===== src/rtl/tb_ctrl_pkg.sv =====
// Shared FSM state type and default event-code layout for the test end monitor.
package tb_ctrl_pkg;

  typedef enum logic [1:0] {
    ST_DELAY = 2'd0,
    ST_PULSE = 2'd1,
    ST_RUN   = 2'd2,
    ST_END   = 2'd3
  } tem_state_e;

  localparam int DEF_CODE_W   = 6;
  localparam int DEF_PASS_BIT = 5;
  localparam int DEF_FAIL_BIT = 4;
  localparam int CH_IDX_W     = 4;

endpackage


===== src/rtl/test_end_monitor_ch_arbiter.sv =====
// Combinational priority pick: any failing hit beats passing hits, lowest index wins within a class.
module ch_arbiter
  import tb_ctrl_pkg::*;
#(
  parameter int NUM_CH = 4
) (
  input  logic [NUM_CH-1:0]   pass_hit,
  input  logic [NUM_CH-1:0]   fail_hit,
  output logic                valid,
  output logic                fail,
  output logic [CH_IDX_W-1:0] index
);

  logic [CH_IDX_W-1:0] pass_idx_s;
  logic [CH_IDX_W-1:0] fail_idx_s;

  // Scan from the top so the lowest asserted index is the last one written.
  always_comb begin
    pass_idx_s = '0;
    fail_idx_s = '0;
    for (int i = NUM_CH - 1; i >= 0; i--) begin
      pass_idx_s = pass_hit[i] ? CH_IDX_W'(i) : pass_idx_s;
      fail_idx_s = fail_hit[i] ? CH_IDX_W'(i) : fail_idx_s;
    end
    valid = (|pass_hit) | (|fail_hit);
    fail  = |fail_hit;
    index = fail ? fail_idx_s : pass_idx_s;
  end

endmodule


===== config.mk =====
export PLATFORM = sky130hd
export DESIGN_NAME = ch_arbiter
export DESIGN_NICKNAME = d
export VERILOG_FILES = /design/src/rtl/tb_ctrl_pkg.sv /design/src/rtl/test_end_monitor_ch_arbiter.sv
export SDC_FILE = /design/constraint.sdc
export NUM_CORES = 1
export LEC_CHECK = 0
export CORE_AREA = 5 5 42 44
export DETAILED_ROUTE_END_ITERATION = 8
export DIE_AREA = 0 0 47 49
export SLEW_MARGIN = 20
export SYNTH_ARGS = -nofsm -noshare
export SYNTH_HDL_FRONTEND = slang
export SYNTH_SLANG_ARGS = --single-unit

===== constraint.sdc =====
create_clock -name vclk -period 0.8
set_input_delay 0.2 -clock vclk [all_inputs]
set_output_delay 0.2 -clock vclk [all_outputs]
set_load 0.02 [all_outputs]

## Word level (Yosys, flattened, before mapping)

Index checks and enable logic that the tools add are counted.

| word-level totals | value |
|---|---|
| register bits after elaboration | 0 |
| output and inout port bits | 6 |
| word-level logic and storage cells | 12 |

| cells by class | value |
|---|---|
| muxes and demuxes | 9 |
| bitwise logic cells | 1 |
| reductions and logical operators | 2 |

Operator list:

| operator | count |
|---|---|
| $mux W2 | 9 |
| $reduce_or A4 Y1 | 2 |
| $or A1 B1 Y1 | 1 |

## Logic depth before layout (Yosys ltp)

| logic depth | value |
|---|---|
| depth in word-level cells | 5 |
| gate-level depth with buffers | 3 |

## Least setup slack after synthesis

Ideal clock, no wire load.

| timing | value |
|---|---|
| path kind | input -> output |
| from | input fail_hit[0] |
| to | output index[0] |
| arrival | 0.773 ns |
| data required time | 0.600 ns |
| slack | -0.173 ns |
| stages | 1 |
| buffers on the path | 0 |
| cells stage by stage | o41ai_2 |

| between the ends | value |
|---|---|
| longest elaborated chain between the ends | 2 |

Ends and longest elaborated chain:

| element | line | RTL |
|---|---|---|
| start, declared | test_end_monitor_ch_arbiter.sv:8 | `input logic [NUM_CH-1:0] fail_hit,` |
| $reduce_or A4 Y1 or $mux W2 (tied branches) | test_end_monitor_ch_arbiter.sv:26, test_end_monitor_ch_arbiter.sv:23 |  |
| $mux W2 * | test_end_monitor_ch_arbiter.sv:27 | `index = fail ? fail_idx_s : pass_idx_s;` |
| end, declared | test_end_monitor_ch_arbiter.sv:11 | `output logic [CH_IDX_W-1:0] index` |

Every way passes the cells marked *; elsewhere a longest branch is shown, timed or not.

## Worst setup path in the final report

Same ends and word-level chain as after synthesis.

==> impl_results.md <==
- ANT cells: 0
- Core Footprint: 1400 um2
- Initial antenna violation count: 0
- Setup Crit Path Kind: in2out
- Endpoint class of the critical path: primary output
- Static Leak: 0.149 nW
- Share of layout cells above drive strength 1: between 80% and 90%
- Final Power: 0.000197 W
- CP Launch Point: fail_hit[0]
- Mapped Cells: 17
- IO Port Bufs: 12
- Worst Hold Class: in2out
- Seq/Total Area, Yosys: 0%
- Register area: 0 um2
- Power Density: 537 nW/um2
- # IOs: 14
- Mux contribution to synthesized area: 0%
- Via Count: between 150 and 200
- CP startpoint kind: input port
- P&R area growth vs syn: 266%
- Max-slew violation count: 0
- Initial Util: between 7 and 8%
- Global-route wire length before repair: ~620 um
- Int Power: 0.000109 W
- Outcome: complete, but fails checks
- Gr ovfl total: 0
- Total Wirelength: around 470 um
- Sequential cell count: 0
- WL/cell: around 10 um
- CP Cell Sequence: buf_12 -> o41ai_4 -> buf_4
- Fmax: ~1000 MHz
- Clock buffers: 0
- Final TNS setup: -534 ps
- Die height: around 50 um
- Tcrit/Tclk final: 128%
- Detailed Route Iter0 Violations: 0
- Fin crit period: 1020 ps
- NetSw: between 0.00008 and 0.00009 W
- Drc violations: 0
- Clock network power share: 0%
- Failing checks: setup timing
- Number of hold violations in the final report: 0
- Setup violators final: 4
- Slowest stage cell on the critical path: o41ai_4
- Mapped Area: 100 um2
- Post-place setup slack: -1110 ps
- Distinct cells, synth: 12
- Via-to-Cell Ratio: ~3.6
- Die area: roughly 2300 um2
- Fin nets: 41
- Cts hold-fix bufs: 0
- Crit path max fanout: 4
- Delay-heaviest family, CP: compound AO/OA/AOI/OAI gates
- RSZ-0062 raised after global routing: yes
- Critical Path RT: roughly 600 ps
- Largest net degree at the start of global routing: 5
- Combinational share of power: 100.0%
- Buf/Inv on CP: 2
- Critical Path AT: a little over 800 ps
- Mean Syn Cell Area: 5.89 um2
- Worst Setup EP: index[0]
- Vias in the first global route: roughly 160
- Final hold slack: 668 ps
- Utilization after layout: 26.2%
- RePlAce Congestion: about 0.69
- Row count: 14
- Post-Synth Adder-Cell Area: 0%
- Simple-Gate Fraction of Synth Area: 35.0%
- Die width: 47 um
- WP depth: 3
- GRT Total Usage: under 10%
- Final worst setup slack: -221 ps
- Max Cap Violations: 0
- Critical path's largest stage delay: 320 ps
- 1st-pass router iterations: 1
- Final ANT Viol Nets: 0
- Worst vdd ir: between 70 and 80 uV
- Sw Ratio: ~45%
- Post-Synth XOR/XNOR Area: 0%
- Main combinational cell family by area after synthesis: compound AO/OA/AOI/OAI gates
- Fill cells: 153
- Compound-Gate Fraction of Synth Area: 42.5%
- Number of warnings issued by yosys: 0
- Reg power frac: 0%
layer usage:
metal	share of wire, %	GRT usage, %	routed length, um	vias up
li1	-	-	-	83
met1	25	3.70	118	75
met2	57	6.79	268	12
met3	18	0.369	85	0
met4	0	0	0	0
met5	0	0	0	-
through the flow:
step | instances | area (um2)
global route | 47 | 367
detailed placement | 46 | 262
finish | 47 | 367
floorplan | 18 | 121
global placement | 46 | 262
CTS | 47 | 318
worst min-delay path by stage:
stage	startpoint	to	slack (ps)	cells past startpoint
after global routing	fail_hit[3]	fail	690	4
after global placement	pass_hit[1]	valid	1580	4
after floorplan	fail_hit[2]	index[0]	480	1
final	fail_hit[3]	fail	670	4
after detailed placement	fail_hit[2]	index[0]	1570	3
after CTS	fail_hit[3]	fail	690	4
logic make-up (layout without fill, tap and decap cells):
| kind of cell | Yosys count | count (layout) |
|---|---|---|
| and+or+nand+nor | 8 | 8 |
| AOI/OAI and AO/OA | 5 | 5 |
| buffers and inverters | 3 | 16 |
| other | 1 | 2 |
cell usage in the layout (no fill, tap or decap):
master | synthesis | final
buf_12 | 0 | 1
nand2_2 | 0 | 1
buf_4 | 2 | 3
a21boi_2 | 0 | 1
o41ai_4 | 0 | 1
nor2_1 | 5 | 1
nor2b_4 | 0 | 1
nor2_4 | 0 | 4
a21oi_2 | 1 | 1
inv_4 | 0 | 1
buf_6 | 0 | 8
a21oi_4 | 0 | 1
nand4_1 | 1 | 1
buf_8 | 0 | 3
conb_1 | 1 | 2
o21ai_4 | 0 | 1
final cells by class:
class	instances	area (um2)	share of cell area, %
inverters	1	6.26	1.71
multi-input cells	15	163	44.4
repair buffers	15	178	48.5
well taps	16	20.0	5.46
synthesized netlist by cell type, drive strengths merged:
cell type	count	area (um2)
a21boi	1	7.51
a21oi	2	13.8
buf	2	15.0
conb	1	3.75
inv	1	3.75
nand2	1	3.75
nand4	1	6.26
nor2	5	18.8
nor2b	1	6.26
o21ai	1	5.00
o41ai	1	16.3
timing repair:
action | CTS | global route
pin swaps | 10 | 7
buffers inserted | 1 | 0
resized for setup | 78 | 13
endpoints found under the setup margin | 4 | 4
endpoints found under the hold margin | 0 | 0
power by group through the flow:
stage / Combinational [W] / Clock, W / Sequential, W
floorplan: 0.0000624 / 0 / 0
global placement: 0.000135 / 0 / 0
detailed placement: 0.000135 / 0 / 0
CTS: 0.000169 / 0 / 0
global route: 0.000206 / 0 / 0
finish: 0.000197 / 0 / 0
(Power assumes the default switching activity.)
